## config.mk

```make
export PLATFORM = sky130hd
export DESIGN_NAME = display_scanner
export DESIGN_NICKNAME = d
export VERILOG_FILES = /design/src/rtl/display_scanner_pkg.sv /design/src/rtl/display_scanner_scan_timer.sv /design/src/rtl/display_scanner.sv
export SDC_FILE = /design/constraint.sdc
export NUM_CORES = 1
export LEC_CHECK = 0
export ABC_AREA = 1
export CORE_UTILIZATION = 55
export CTS_CLUSTER_DIAMETER = 30
export DETAILED_ROUTE_END_ITERATION = 8
export GPL_ROUTABILITY_DRIVEN = 0
export PLACE_DENSITY = 0.76
export SYNTH_ARGS = -nofsm -noshare
export SYNTH_HDL_FRONTEND = slang
export SYNTH_HIERARCHICAL = 1
export SYNTH_SLANG_ARGS = --single-unit
```

## constraint.sdc

```tcl
create_clock -name clk -period 2.6 [get_ports clk]
set_clock_uncertainty 0.05 [all_clocks]
set_input_delay 0.65 -clock clk [delete_from_list [all_inputs] [get_ports clk]]
set_output_delay 0.65 -clock clk [all_outputs]
set_load 0.05 [all_outputs]
```

## src/rtl/display_scanner_pkg.sv

```systemverilog
// Shared types and constants for the seven-segment scan path.
package display_scanner_pkg;

  // Inactive levels of the common-anode digit enables and decimal point
  localparam logic AN_OFF = 1'b1;
  localparam logic DP_OFF = 1'b1;

  // One hex digit as presented to the downstream decoder {w,x,y,z}
  typedef logic [3:0] nibble_t;

  // Counter width for a modulus of 'value'; never less than one bit
  function automatic int unsigned clog2(input int unsigned value);
    int unsigned r;
    int unsigned v;
    r = 0;
    v = (value > 0) ? value - 1 : 0;
    while (v > 0) begin
      r = r + 1;
      v = v >> 1;
    end
    return (r == 0) ? 1 : r;
  endfunction

endpackage

```

## src/rtl/display_scanner_scan_timer.sv

```systemverilog
// Slot prescaler, digit index and blink frame counter for the display scan.
module scan_timer
  import display_scanner_pkg::*;
#(
  parameter int unsigned DIGITS       = 4,
  parameter int unsigned REFRESH_DIV  = 50000,
  parameter int unsigned GUARD        = 16,
  parameter int unsigned BLINK_FRAMES = 64
) (
  input  logic                       clk,
  input  logic                       rst_n,
  output logic [clog2(DIGITS)-1:0]   index,
  output logic                       boundary_c,
  output logic                       in_guard_c,
  output logic                       blink_on
);

  localparam int unsigned PRE_W = clog2(REFRESH_DIV);
  localparam int unsigned IDX_W = clog2(DIGITS);
  localparam int unsigned FRM_W = clog2(BLINK_FRAMES);

  localparam logic [PRE_W-1:0] PRE_LAST  = PRE_W'(REFRESH_DIV - 1);
  localparam logic [PRE_W-1:0] GUARD_END = PRE_W'(GUARD);
  localparam logic [IDX_W-1:0] IDX_LAST  = IDX_W'(DIGITS - 1);
  localparam logic [FRM_W-1:0] FRM_LAST  = FRM_W'(BLINK_FRAMES - 1);

  logic [PRE_W-1:0] prescaler;
  logic [FRM_W-1:0] frame_cnt;
  logic             tick;

  assign tick       = (prescaler == PRE_LAST);
  assign boundary_c = tick && (index == IDX_LAST);
  assign in_guard_c = (prescaler < GUARD_END);

  // Advance prescaler and digit index; count frames and flip blink phase
  always_ff @(posedge clk or negedge rst_n) begin
    if (!rst_n) begin
      prescaler <= '0;
      index     <= '0;
      frame_cnt <= '0;
      blink_on  <= 1'b1;
    end else begin
      if (tick) begin
        prescaler <= '0;
        index     <= (index == IDX_LAST) ? '0 : index + IDX_W'(1);
      end else begin
        prescaler <= prescaler + PRE_W'(1);
      end
      if (boundary_c) begin
        if (frame_cnt == FRM_LAST) begin
          frame_cnt <= '0;
          blink_on  <= ~blink_on;
        end else begin
          frame_cnt <= frame_cnt + FRM_W'(1);
        end
      end
    end
  end

endmodule

```

## src/rtl/display_scanner.sv

```systemverilog
// Time-multiplexed hex scanner for a common-anode seven-segment display.
module display_scanner
  import display_scanner_pkg::*;
#(
  parameter int unsigned DIGITS       = 4,
  parameter int unsigned REFRESH_DIV  = 50000,
  parameter int unsigned GUARD        = 16,
  parameter int unsigned BLINK_FRAMES = 64
) (
  input  logic                  clk,
  input  logic                  rst_n,
  input  logic [4*DIGITS-1:0]   data_in,
  input  logic [DIGITS-1:0]     dp_in,
  input  logic                  load,
  input  logic                  blank_lz,
  input  logic                  blink_en,
  output nibble_t               nibble,
  output logic [DIGITS-1:0]     an,
  output logic                  dp,
  output logic                  frame_done
);

  localparam int unsigned IDX_W = clog2(DIGITS);

  logic [IDX_W-1:0]          index;
  logic                      boundary_c;
  logic                      in_guard_c;
  logic                      blink_on;

  logic [DIGITS-1:0][3:0]    pend_val;
  logic [DIGITS-1:0][3:0]    act_val;
  logic [DIGITS-1:0]         pend_dp;
  logic [DIGITS-1:0]         act_dp;
  logic                      pend_flag;

  logic [DIGITS-1:0]         lz_c;
  logic                      all_zero_c;
  nibble_t                   nibble_nxt;
  logic [DIGITS-1:0]         an_nxt;
  logic                      dp_nxt;

  scan_timer #(
    .DIGITS       (DIGITS),
    .REFRESH_DIV  (REFRESH_DIV),
    .GUARD        (GUARD),
    .BLINK_FRAMES (BLINK_FRAMES)
  ) u_scan_timer (
    .clk        (clk),
    .rst_n      (rst_n),
    .index      (index),
    .boundary_c (boundary_c),
    .in_guard_c (in_guard_c),
    .blink_on   (blink_on)
  );

  // Double-buffer the displayed value so it only changes at frame boundaries
  always_ff @(posedge clk or negedge rst_n) begin
    if (!rst_n) begin
      pend_val  <= '0;
      pend_dp   <= '0;
      pend_flag <= 1'b0;
      act_val   <= '0;
      act_dp    <= '0;
    end else if (boundary_c) begin
      pend_flag <= 1'b0;
      if (load) begin
        act_val <= data_in;
        act_dp  <= dp_in;
      end else if (pend_flag) begin
        act_val <= pend_val;
        act_dp  <= pend_dp;
      end
    end else if (load) begin
      pend_val  <= data_in;
      pend_dp   <= dp_in;
      pend_flag <= 1'b1;
    end
  end

  // Digit i is a leading zero when it and every higher digit are zero
  always_comb begin
    lz_c       = '0;
    all_zero_c = 1'b1;
    for (int i = DIGITS - 1; i > 0; i--) begin
      all_zero_c = all_zero_c && (act_val[i] == 4'h0);
      lz_c[i]    = blank_lz && all_zero_c;
    end
  end

  // Select next outputs for the current slot; nibble leads the anode by the guard
  always_comb begin
    nibble_nxt = act_val[index];
    an_nxt     = {DIGITS{AN_OFF}};
    dp_nxt     = DP_OFF;
    if (!in_guard_c && !(blink_en && !blink_on)) begin
      if (!lz_c[index]) begin
        an_nxt[index] = ~AN_OFF;
      end
      dp_nxt = ~act_dp[index];
    end
  end

  // Register all display outputs and the end-of-frame pulse
  always_ff @(posedge clk or negedge rst_n) begin
    if (!rst_n) begin
      nibble     <= '0;
      an         <= {DIGITS{AN_OFF}};
      dp         <= DP_OFF;
      frame_done <= 1'b0;
    end else begin
      nibble     <= nibble_nxt;
      an         <= an_nxt;
      dp         <= dp_nxt;
      frame_done <= boundary_c;
    end
  end

endmodule
```

==> summary.txt <==
Setup crit end kind: output port
switching power share of the total: 0.2303
core area: 6495 um^2
P per Cell Area: 542.5 nW/um^2
diodes inserted: 0
CTS tree: done
RR Endpoint: pend_dp[3]
vias per cell: 5.184
Max FO, Critical Path: 1
grt met3 use: 0.04961
register area: 1909 um^2
# port buffers: 34
CP peak stage delay: 0.79 ns
Final Cycle Share: 0.9033
worst path cell trace: clkdlybuf4s50_1
Starting Density: 0.5831
Post-route DRC: 2
Clk pwr share: 0.376
max-slew violations: 0
top post-synthesis cells by area: dfrtp_1 (46%), nand2_1 (15%), mux2_4 (7.9%)
R2R depth: 9
RSZ-0062 raised after global routing: false
Post-Syn Area per Cell: 8.608 um^2
# nets final: 510
Max-slew headroom: 0.6660
largest net degree at the start of global routing: 41
sequential area share after synthesis: 0.5041
# placed instances: 548
Post-Syn Area: 3787 um^2
Synth Flop Type: dfrtp_1
via count: 2924
total global routing overflow: 0
asr flop ratio synth: 1.000
Ys Warns: 6
Crit-path slowest cell: clkdlybuf4s50_1
clk_lat worst skew: 0.34 ns
most common cell after layout, fill and taps aside: nand2_1
commonest non-fill, non-tap cells in the layout: nand2_1 (149), dfrtp_1 (70), inv_1 (54), nor2_1 (38), clkdlybuf4s50_1 (33)
final worst path period need: 2.349 ns
Max-cap violations: 0
cts hold-fix bufs: 0
P_int: 1847 uW
clk sinks: 76
grt met2 use: 0.3856
worst path required time: 1.90 ns
Pleak: 0.002200 uW
first-pass iteration count of the detailed router: 6
EDFF count, synth: 0
compound-cell area share of the yosys netlist: 0.06739
WL per Instance: 13.10 um
failing checks: DRC
worst slew pin tran: 0.4995 ns
DRT iter0 DRCs: 166
Synth area leader: dfrtp_1
setup bufs post-CTS: 0
sequential share of power: 0.526
CTS buffer count: 9
H-tree depth: 3
initial antenna violation count: 0
CTS root buf: clkbuf_8
FF-to-FF Start: u_scan_timer/prescaler[0]
synth unique cells: 35
post-synthesis adder-cell area fraction: 0.009911
# fillers: 525
Final TNS setup: 0 ns
number of global-route vias before repair: 2884
Site Rows: 29
ANT nets after route: 0
Synth Net Count: 468
FF+latch count, synth: 76
GRT Total Usage: 0.2282
IO Count: 35
Synth Instances: 440
Max Fclk: 425.8 MHz
die area: 7222 um^2
worst-case vdd ir drop: 0.0003158 V
clock slew at reported path FFs: 0.07 ns
Final Hold Vio Count: 0
CP startpoint kind: register
CP top delay family: buffers and inverters
global-route wire length before repair: 12.85 mm
final wirelength: 7.386 mm
layout cells sized above 1: 0.1376
XOR/XNOR Fraction of Synth Area: 0.02081
Die H: 84.98 um
Hold Crit Class: input port to async pin
Multi-input gate area: 1594 um^2
final setup fails: 0
Arr. time, crit path: 1.65 ns
status: finished with violations
Gate power share: 0.098
Crit Path Category: register to output port
reg-to-reg slack, setup: 0.36 ns
Non-Filler Instances: 564
GRT busiest layer: met2
Max clock buf depth: 2
GRT met1 Usage: 0.2904
mux cell area share after synthesis: 0.07929
post-synthesis simple-gate area fraction: 0.2435
WP buf/inv: 1
post_cts resized: 0
sw power: 552.7 uW
Final Total Pwr: 2400 uW
top-area cell type share of the netlist area: 0.4625
Detailed Place HPWL: 5.372 mm
largest family of logic cells by synthesized area: simple AND/OR/NAND/NOR gates
Chip Width: 84.98 um
Layout area overhead: 16.78%
[area by class of cell]
class                   instances  area share
clock buffers                  12     0.03508
clock inverters                 4     0.01075
inverters                      56     0.04752
multi-input cells             297      0.3604
flip-flops and latches         76      0.4317
well taps                      77     0.02178
repair buffers                 42     0.09279
[stage by stage]
stage / cell area (um^2) / hold WS (ns) / worst slack, ns / utilization
CTS: 4423 / 0.2022 / 0.2297 / 0.6810
global route: 4423 / 0.2052 / 0.2086 / 0.6810
global placement: 4220 / 0.4122 / 0.4041 / 0.6498
floorplan: 3787 / 0.3044 / 0.7250 / -
detailed placement: 4220 / 0.4242 / 0.3382 / 0.6498
finish: 4423 / 0.1975 / 0.2515 / 0.6810
[flip-flops by register name, summed over array words and instances (netlist names)]
signal / count
pend_val: 16
u_scan_timer/index: 2
frame_done: 1
pend_flag: 1
u_scan_timer/frame_cnt: 6
pend_dp: 4
dp: 1
nibble: 4
an: 4
u_scan_timer/prescaler: 16
act_val: 16
u_scan_timer/blink_on: 1
act_dp: 4
[synth_stat cells, types with 2 or more instances]
cell / number
dfstp_2: 6
nand2_1: 149
o2111ai_1: 3
xor2_1: 8
buf_2: 8
mux2_4: 20
nand4_1: 3
nor2_1: 38
nor3_1: 5
inv_1: 54
o21ai_1: 20
nand3_1: 14
o21ai_2: 4
a21oi_1: 5
nand3_2: 3
buf_6: 3
inv_2: 2
o21ai_0: 5
ha_1: 3
or2_2: 2
nor2_4: 2
dfrtp_1: 70
[worst max-delay path by stage]
stage                              startpoint     endpoint  slack [ns]  depth (start not counted)
floorplan           u_scan_timer/prescaler[0]   pend_dp[0]        0.73                          9
global placement                         load   act_val[8]        0.40                          7
detailed placement                       load  act_val[11]        0.34                          7
CTS                                        dp           dp        0.23                          1
global route                               dp           dp        0.21                          1
finish                                     dp           dp        0.25                          1
[logic make-up after synthesis]
group | Yosys count
AO/OA/AOI/OAI | 43
buffers and inverters | 67
AND/OR/NAND/NOR | 222
multiplexers | 20
flip-flops | 76
adder cells (fa/ha/maj) | 3
XOR/XNOR | 9
[power by group through the flow]
stage	sequential, uW	clock (uW)	combinational [uW]
2_1_floorplan	1290	0	121
3_3_place_gp	1280	0	231
3_5_place_dp	1280	0	237
4_1_cts	1260	928	238
5_1_grt	1270	978	260
6_report	1260	903	234
[layer usage]
metal / vias to the layer above / wire, um
met5: - / 0
met2: 56 / 3669
met3: 14 / 230
met1: 1393 / 3343
met4: 0 / 142
li1: 1461 / -
(Power assumes the default switching activity.)
